**src/rtl/quarter_folder_if.sv**
```systemverilog
// quarter_folder_if: bundles the sample-in and result-out handshakes of the
// quarter folder.
//   in_valid/in_ready/x_in/y_in          : offset-binary sample channel
//   out_valid/out_ready/quarter/x_out/y_out/octant_swap : folded result channel
// Modports:
//   master : the side that sources samples and sinks results (bench / upstream)
//   slave  : the quarter folder itself
interface quarter_folder_if #(
  parameter int unsigned DATA_WIDTH = 12
) ();

  logic                  in_valid;
  logic                  in_ready;
  logic [DATA_WIDTH-1:0] x_in;
  logic [DATA_WIDTH-1:0] y_in;

  logic                  out_valid;
  logic                  out_ready;
  logic [1:0]            quarter;
  logic [DATA_WIDTH:0]   x_out;
  logic [DATA_WIDTH:0]   y_out;
  logic                  octant_swap;

  modport master (
    output in_valid,
    output x_in,
    output y_in,
    output out_ready,
    input  in_ready,
    input  out_valid,
    input  quarter,
    input  x_out,
    input  y_out,
    input  octant_swap
  );

  modport slave (
    input  in_valid,
    input  x_in,
    input  y_in,
    input  out_ready,
    output in_ready,
    output out_valid,
    output quarter,
    output x_out,
    output y_out,
    output octant_swap
  );

endinterface

```
**src/rtl/quarter_folder.sv**
```systemverilog
// quarter_folder: input side of the CORDIC path. Converts one offset-binary
// (X, Y) sample into a 2-bit quarter code and signed first-quarter magnitudes
// |dx|, |dy| for vectoring-mode CORDIC. The quarter code is the exact inverse
// of the output-side quarter mapper.
//   quarter code: 00 dx>=0,dy>=0 | 01 dx<0,dy>=0 | 10 dx<0,dy<0 | 11 dx>=0,dy<0
// Two-stage valid/ready pipeline (s1: offset removal, s2: fold) with full
// backpressure; in_ready depends combinationally on out_ready only.
// Optional macro QUARTER_FOLDER_OCTANT_EN: stage 2 additionally folds into the
// first octant (swap magnitudes when |dy| > |dx|, flagged on octant_swap).
// Ports:
//   clock       : system clock, rising edge
//   reset       : asynchronous assert, synchronous release, active low
//   bus (slave) : sample and result handshakes, see quarter_folder_if
module quarter_folder #(
  parameter int unsigned DATA_WIDTH = 12
) (
  input  logic             clock,
  input  logic             reset,
  quarter_folder_if.slave  bus
);

  localparam int unsigned OUT_WIDTH = DATA_WIDTH + 1;
  localparam logic [OUT_WIDTH-1:0] MID = OUT_WIDTH'(1) << (DATA_WIDTH - 1);

  // Stage 1: centred sample
  logic                 s1_valid;
  logic [OUT_WIDTH-1:0] s1_dx;
  logic [OUT_WIDTH-1:0] s1_dy;

  // Stage 2: folded result, drives the output ports directly
  logic                 s2_valid;
  logic [1:0]           s2_quarter;
  logic [OUT_WIDTH-1:0] s2_x;
  logic [OUT_WIDTH-1:0] s2_y;
  logic                 s2_swap;

  logic                 s2_load;
  logic                 s1_load;

  // Stage-2 fold results (combinational from s1)
  logic                 dx_neg;
  logic                 dy_neg;
  logic [OUT_WIDTH-1:0] abs_dx;
  logic [OUT_WIDTH-1:0] abs_dy;
  logic [1:0]           fold_quarter;
  logic [OUT_WIDTH-1:0] fold_x;
  logic [OUT_WIDTH-1:0] fold_y;
  logic                 fold_swap;

  // Advance rules: a stage moves when it is empty or its successor moves.
  assign s2_load      = !s2_valid || bus.out_ready;
  assign s1_load      = !s1_valid || s2_load;
  assign bus.in_ready = s1_load;

  // Stage 1 occupancy
  always_ff @(posedge clock or negedge reset) begin
    if (!reset) begin
      s1_valid <= 1'b0;
    end else if (s1_load) begin
      s1_valid <= bus.in_valid;
    end
  end

  // Stage 1 data: remove the offset-binary midpoint; qualified by s1_valid.
  // The zero-extended input minus MID wraps to the correct two's complement.
  always_ff @(posedge clock) begin
    if (bus.in_valid && s1_load) begin
      s1_dx <= {1'b0, bus.x_in} - MID;
      s1_dy <= {1'b0, bus.y_in} - MID;
    end
  end

  // Sign and magnitude; -MID negates to MID, which still fits in OUT_WIDTH.
  assign dx_neg = s1_dx[OUT_WIDTH-1];
  assign dy_neg = s1_dy[OUT_WIDTH-1];
  assign abs_dx = dx_neg ? (OUT_WIDTH'(0) - s1_dx) : s1_dx;
  assign abs_dy = dy_neg ? (OUT_WIDTH'(0) - s1_dy) : s1_dy;

  // Quarter code: MSB = dy negative, LSB = signs differ (zero is non-negative).
  assign fold_quarter = {dy_neg, dx_neg ^ dy_neg};

`ifdef QUARTER_FOLDER_OCTANT_EN
  // First-octant fold: larger magnitude goes to x; ties keep the original order.
  always_comb begin
    fold_x    = abs_dx;
    fold_y    = abs_dy;
    fold_swap = 1'b0;
    if (abs_dy > abs_dx) begin
      fold_x    = abs_dy;
      fold_y    = abs_dx;
      fold_swap = 1'b1;
    end
  end
`else
  // No octant fold: magnitudes pass straight through.
  assign fold_x    = abs_dx;
  assign fold_y    = abs_dy;
  assign fold_swap = 1'b0;
`endif

  // Stage 2 registers; reset so the output ports read 0 during reset.
  always_ff @(posedge clock or negedge reset) begin
    if (!reset) begin
      s2_valid   <= 1'b0;
      s2_quarter <= 2'b00;
      s2_x       <= '0;
      s2_y       <= '0;
      s2_swap    <= 1'b0;
    end else if (s2_load) begin
      s2_valid <= s1_valid;
      if (s1_valid) begin
        s2_quarter <= fold_quarter;
        s2_x       <= fold_x;
        s2_y       <= fold_y;
        s2_swap    <= fold_swap;
      end
    end
  end

  assign bus.out_valid   = s2_valid;
  assign bus.quarter     = s2_quarter;
  assign bus.x_out       = s2_x;
  assign bus.y_out       = s2_y;
  assign bus.octant_swap = s2_swap;

endmodule

```
**src/flat_wrapper.sv**
```systemverilog
// flat-port wrapper written by rule: the top's interface ports become plain ports
module quarter_folder_flat 
#(
  parameter int unsigned DATA_WIDTH = 12
)
  (clock, reset, bus_in_valid, bus_x_in, bus_y_in, bus_out_ready, bus_in_ready, bus_out_valid, bus_quarter, bus_x_out, bus_y_out, bus_octant_swap);
  quarter_folder_if #(.DATA_WIDTH(DATA_WIDTH)) bus_i ();
  input  logic clock;
  input  logic reset;
  input wire logic [$bits(bus_i.in_valid)-1:0] bus_in_valid;
  input wire logic [$bits(bus_i.x_in)-1:0] bus_x_in;
  input wire logic [$bits(bus_i.y_in)-1:0] bus_y_in;
  input wire logic [$bits(bus_i.out_ready)-1:0] bus_out_ready;
  output wire logic [$bits(bus_i.in_ready)-1:0] bus_in_ready;
  output wire logic [$bits(bus_i.out_valid)-1:0] bus_out_valid;
  output wire logic [$bits(bus_i.quarter)-1:0] bus_quarter;
  output wire logic [$bits(bus_i.x_out)-1:0] bus_x_out;
  output wire logic [$bits(bus_i.y_out)-1:0] bus_y_out;
  output wire logic [$bits(bus_i.octant_swap)-1:0] bus_octant_swap;
  assign bus_i.in_valid = bus_in_valid;
  assign bus_i.x_in = bus_x_in;
  assign bus_i.y_in = bus_y_in;
  assign bus_i.out_ready = bus_out_ready;
  assign bus_in_ready = bus_i.in_ready;
  assign bus_out_valid = bus_i.out_valid;
  assign bus_quarter = bus_i.quarter;
  assign bus_x_out = bus_i.x_out;
  assign bus_y_out = bus_i.y_out;
  assign bus_octant_swap = bus_i.octant_swap;
  quarter_folder #(.DATA_WIDTH(DATA_WIDTH)) u_core (.clock(clock), .reset(reset), .bus(bus_i));
endmodule
```
**config.mk**
```make
export PLATFORM = sky130hd
export DESIGN_NAME = quarter_folder_flat
export DESIGN_NICKNAME = d
export VERILOG_FILES = /design/src/rtl/quarter_folder_if.sv /design/src/rtl/quarter_folder.sv /design/src/flat_wrapper.sv
export SDC_FILE = /design/constraint.sdc
export NUM_CORES = 1
export LEC_CHECK = 0
export CAP_MARGIN = 20
export CORE_MARGIN = 5
export CORE_UTILIZATION = 44
export DETAILED_ROUTE_END_ITERATION = 12
export PLACE_DENSITY = 0.76
export REMOVE_ABC_BUFFERS = 1
export SKIP_LAST_GASP = 1
export SLEW_MARGIN = 25
export SYNTH_ARGS = -nofsm -noshare
export SYNTH_HDL_FRONTEND = slang
export SYNTH_SLANG_ARGS = --single-unit
export TNS_END_PERCENT = 100
```
**constraint.sdc**
```tcl
create_clock -name clock -period 1.79 [get_ports clock]
set_input_delay 0.179 -clock clock [delete_from_list [all_inputs] [get_ports clock]]
set_output_delay 0.179 -clock clock [all_outputs]
set_load 0.02 [all_outputs]
```
== Word-level counts from Yosys, hierarchy flattened ==
Cells that the tools add are included.
Storage, ports and cells
  register bits after elaboration: 56
  latch bits: 0
  bits in writable memories: 0
  ROM bits: 0
  logic and storage cells: 20
  memories: 0
Operators by class
  $add $sub $neg: 4
  multipliers: 0
  div/mod/pow operators: 0
  order comparisons: 0
  equality and inequality tests: 0
  shift-type cells: 0
  muxes and demuxes: 2
  bitwise gates (word level): 1
  reductions and logical operators: 6
Operator list (count)
  $mux W13: 2
  $sub A1 B13 Y13 const A: 2
  $sub A12 B12 Y13 const B: 2
  $logic_not A1 Y1: 2
  $logic_or A1 B1 Y1: 2
  $reduce_and A2 Y1: 1
  $logic_and A1 B1 Y1: 1
  $xor A1 B1 Y1: 1

== Depth between registers and ports, before layout ==
  depth after elaboration: 4
  gate-level depth with buffers: 6
  depth with buffers taken out: 6

== Worst setup path before layout ==
No wires, ideal clock.
  path kind: reg2reg
  start point: reg u_core.s2_valid (netlist: u_core.bus.out_valid)
  end point: reg u_core.s1_dx[0] (enable)
  setup time: 0.383 ns
  data arrival time: 1.393 ns
  required time: 1.407 ns
  slack: 0.014 ns
  stages on the path, launching flop included: 3
  period minus slack after synthesis: 1.776 ns
  cells stage by stage: dfrtp_1 -> nand3b_1 -> and2_1
On the way
  longest elaborated chain between the ends: 4
Ends and longest elaborated chain
  from (decl): line quarter_folder.sv:31  | logic s2_valid;
  from (signal assigned): line quarter_folder.sv:110  | s2_valid <= s1_valid;
  $logic_not A1 Y1: line quarter_folder.sv:51  | assign s2_load = !s2_valid || bus.out_ready;
  $logic_or A1 B1 Y1: line quarter_folder.sv:51
  $logic_or A1 B1 Y1: line quarter_folder.sv:52  | assign s1_load = !s1_valid || s2_load;
  named net bus_in_ready: line flat_wrapper.sv:14  | output wire logic [$bits(bus_i.in_ready)-1:0] bus_in_ready;
  $logic_and A1 B1 Y1: line quarter_folder.sv:67  | if (bus.in_valid && s1_load) begin
  to (signal assigned): line quarter_folder.sv:68  | s1_dx <= {1'b0, bus.x_in} - MID;
  to (decl): line quarter_folder.sv:27  | logic [OUT_WIDTH-1:0] s1_dx;
The timed path passes the listed nets, and every way through them passes these cells.
A chain may end at the register's enable or synchronous reset.

== Worst setup path after layout ==
  start point: reg u_core.s1_dy[1]
  end point: reg u_core.s2_y[8] (netlist: u_core.bus.y_out[8])
On the way
  longest elaborated chain between the ends: 2
Ends and longest elaborated chain
  from (decl): line quarter_folder.sv:28  | logic [OUT_WIDTH-1:0] s1_dy;
  from (signal assigned): line quarter_folder.sv:69  | s1_dy <= {1'b0, bus.y_in} - MID;
  $sub A1 B13 Y13: line quarter_folder.sv:77  | assign abs_dy = dy_neg ? (OUT_WIDTH'(0) - s1_dy) : s1_dy;
  $mux W13: line quarter_folder.sv:77
  to (signal assigned): line quarter_folder.sv:114  | s2_y <= fold_y;
  to (decl): line quarter_folder.sv:34  | logic [OUT_WIDTH-1:0] s2_y;
Every way passes these cells.

==> key figures <==
Detailed routing
  – Pre-Repair DR Iteration Count: 4
  – Total Wirelength: 4667 µm
  – DRC Markers: 0
  – Final antenna-violating net count: 0
  – Vias: 1627
  – Starting DRT DRC Count: 60
  – Vias/cell: 4.930
  – Routed len/inst: 14.14 µm

Floorplan
  – Ports: 59
  – Core area: 0.005107 mm²
  – Die footprint: 0.006801 mm²
  – Die Y-Extent: 82.47 µm
  – Core Rows: 26
  – Initial Util: 45.25%
  – Die X: 82.47 µm

Setup path
  – Worst Setup End Kind: register
  – CP Max Fanout: 3
  – Crit path cell chain: inv_1, ha_2, or4b_4, o41ai_4, xor2_1, o21ai_1
  – CP bufs+invs: 1
  – Critical path launch point type: register
  – Slowest stage delay, CP: 0.50 ns
  – CP required: 1.98 ns
  – Kind of critical path: register to register
  – CP max-delay cell: or4b_4
  – Worst path arrival time: 1.98 ns
  – Critical path's top delay family: simple AND/OR/NAND/NOR gates

STA
  – Setup tns final: -0.006432 ns
  – Final min period: 1.796 ns
  – Slew Limit Fails: 0
  – Worst-Margin Slew: 0.5230 ns
  – Final Cycle Share: 100.4%
  – Layout Skew: 0.01593 ns
  – Setup Viol. Count Final: 1
  – Fmax: 0.5567 GHz
  – RSZ-0062 raised after global routing: yes
  – Setup WS post-layout: -0.006432 ns
  – Slew headroom: 65.13%
  – Fin. Hold Viols: 0

Synthesis
  – Top-count cell post-synth: dfrtp_1
  – Cells after Synth: 192
  – Area leader, netlist: dfrtp_1
  – Synthesis-stage register bit count: 54
  – Avg Cell Area, Syn: 12.04 µm²
  – Synth top cells by count: dfrtp_1, o21ai_0, nand2_1
  – Synth async-reset ratio: 55.56%
  – Post-synth EDFFs: 24
  – Yosys cell types: 34
  – Top cell type's share of synthesized area: 32.49%
  – Ys flop type: dfrtp_1
  – Synth top area cells: dfrtp_1, edfxtp_1, o21ai_0, xor2_1, nand2_1
  – Synth warnings: 0
  – Mapped cell area: 0.002311 mm²
  – Sequential area share after synthesis: 63.67%

Pwr
  – Power per cell area: 934.6 mW/mm²
  – Worst vdd ir: 0.0005923 V
  – Design Power: 2.930 mW
  – Leakage power: 1.243 nW

GRT
  – Vias in the first global route: 1624
  – Initial antenna violation count: 0
  – Gr usage total: 15.10%
  – Largest net degree at the start of global routing: 31
  – Global-route wire length before repair: 7638 µm
  – Total grt overflow: 0

Outcome
  – Status: complete, but fails checks
  – Failing checks: negative setup slack

Clocking
  – Clock H-tree levels: 2
  – Root buffer cell: clkbuf_8
  – Clk slew on worst S/H paths: 0.10 ns
  – CTS tree: yes
  – TritonCTS Sinks: 54
  – Clock latency on the worst-skew pair: 0.30 ns
  – CTS Buffer Depth: 2
  – CTS Buf Count: 5

Job
  – Maxcap violations: 0

Finish
  – Final net count: 289
  – Fill count: 436
  – Core Util, Final: 61.39%
  – Layout cells sized above 1: 10.38%
  – Cell Count, Final, Fillers Out: 330
  – Antenna cells: 0
  – Area added between synthesis and finish: 35.68%

Placed design
  – Placer Congestion: 0.7230
  – Buffers on Ports: 57
  – DP HPWL: 3515 µm
  – Placed insts: 321

Min path
  – Hold Path Class: input pin to async pin
==> timing repair <==
item,4_1_cts,5_1_grt
buffers inserted,0,1
cloned,0,0
endpoints found under the hold margin,0,0
gates resized for setup,1,5
hold buffers,0,0
endpoints found under the setup margin,1,6
==> registers in the layout (all words and copies together), names as in the netlist <==
register              flops
u_core.bus.x_out         13
u_core.bus.y_out         13
u_core.s1_dx             12
u_core.s1_dy             12
u_core.bus.quarter        2
u_core.bus.out_valid      1
u_core.s1_valid           1
==> cells in the final DEF, fill, tap and decap left out, drive strengths merged <==
cell           Yosys  layout
nand4b             1       1
ha                 2       2
nor2               4       4
a311oi             2       2
mux2i              4       4
clkdlybuf4s50      0      57
clkbuf             5       7
nand2b             4       4
or4b               1       1
nand3b             2       2
clkinv             0       1
or4                2       2
xor2              12      12
o31ai              2       2
or2                2       2
buf                3      11
mux2               1       1
nor2b              2       2
o41ai              5       5
nor4               3       3
nor3b              1       1
or3                1       1
and2               4       4
a21boi             1       1
nand3              3       3
inv                7       7
edfxtp            24      24
dfrtp             30      30
nand2             26      26
conb               1       1
xnor2              5       5
o21ai             28      28
nor3               4       4
==> final timing paths <==
| kind | from | end | cells past startpoint | slack (ns) |
|---|---|---|---|---|
| max | u_core.s1_dy[1] | u_core.bus.y_out[8] | 6 | -0.006 |
| min | reset | u_core.bus.x_out[0] | 2 | 0.26 |
| max reg2reg | u_core.s1_dy[1] | u_core.bus.y_out[8] | 6 | -0.006 |
| min reg2reg | u_core.bus.y_out[9] | u_core.bus.y_out[9] | 2 | 0.49 |
| max in group asynchronous | reset | u_core.bus.x_out[11] | 2 | 1.23 |
| min in group clock | bus_x_in[4] | u_core.s1_dx[4] | 1 | 0.43 |
==> metal layers <==
metal	up-vias	track usage (%)	wire, µm
li1	813	-	-
met1	772	18.31	1902
met2	35	26.36	2482
met3	7	3.471	204
met4	0	4.983	77
met5	-	0	0
==> report_power, final <==
| part | total [mW] | switching, mW | internal, mW | leakage (nW) |
|---|---|---|---|---|
| sequential | 1.55 | 0.105 | 1.45 | 0.598 |
| clock | 0.682 | 0.369 | 0.313 | 0.0482 |
| combinational | 0.695 | 0.346 | 0.349 | 0.598 |
| total | 2.93 | 0.820 | 2.11 | 1.24 |
==> cells by family (layout without fill, tap and decap cells) <==
family / Yosys count / in the layout / share of synthesized area, %
AOI/OAI and AO/OA: 38 / 38 / 9.691
xor gates and xnor gates: 17 / 17 / 6.443
adders and majority gates: 2 / 2 / 1.083
buffers and inverters: 15 / 83 / 2.599
DFF: 54 / 54 / 63.67
muxes: 5 / 5 / 2.220
other: 1 / 1 / 0.1623
and+or+nand+nor: 60 / 60 / 14.13
==> area by class of cell <==
type | instances | area [µm²] | area share [%]
Clock inverter | 1 | 5.005 | 0.1596
Inverter | 7 | 26.28 | 0.8380
Timing Repair Buffer | 68 | 653.1 | 20.83
Multi-Input combinational cell | 123 | 805.8 | 25.70
Clock buffer | 7 | 86.33 | 2.753
Sequential cell | 54 | 1471 | 46.93
Tap cell | 70 | 87.58 | 2.793
==> stage by stage <==
stage               instance area, µm²  setup slack (ns)  hold slack (ns)
CTS                               3109          0.002227           0.2767
floorplan                         2277          -0.08317          -0.1166
finish                            3136         -0.006432           0.2640
detailed placement                3010          -0.08378           0.4721
global placement                  3010           0.05894           0.4515
global route                      3136          -0.09232           0.2970
Note: power is estimated with default switching activity, not from simulation.
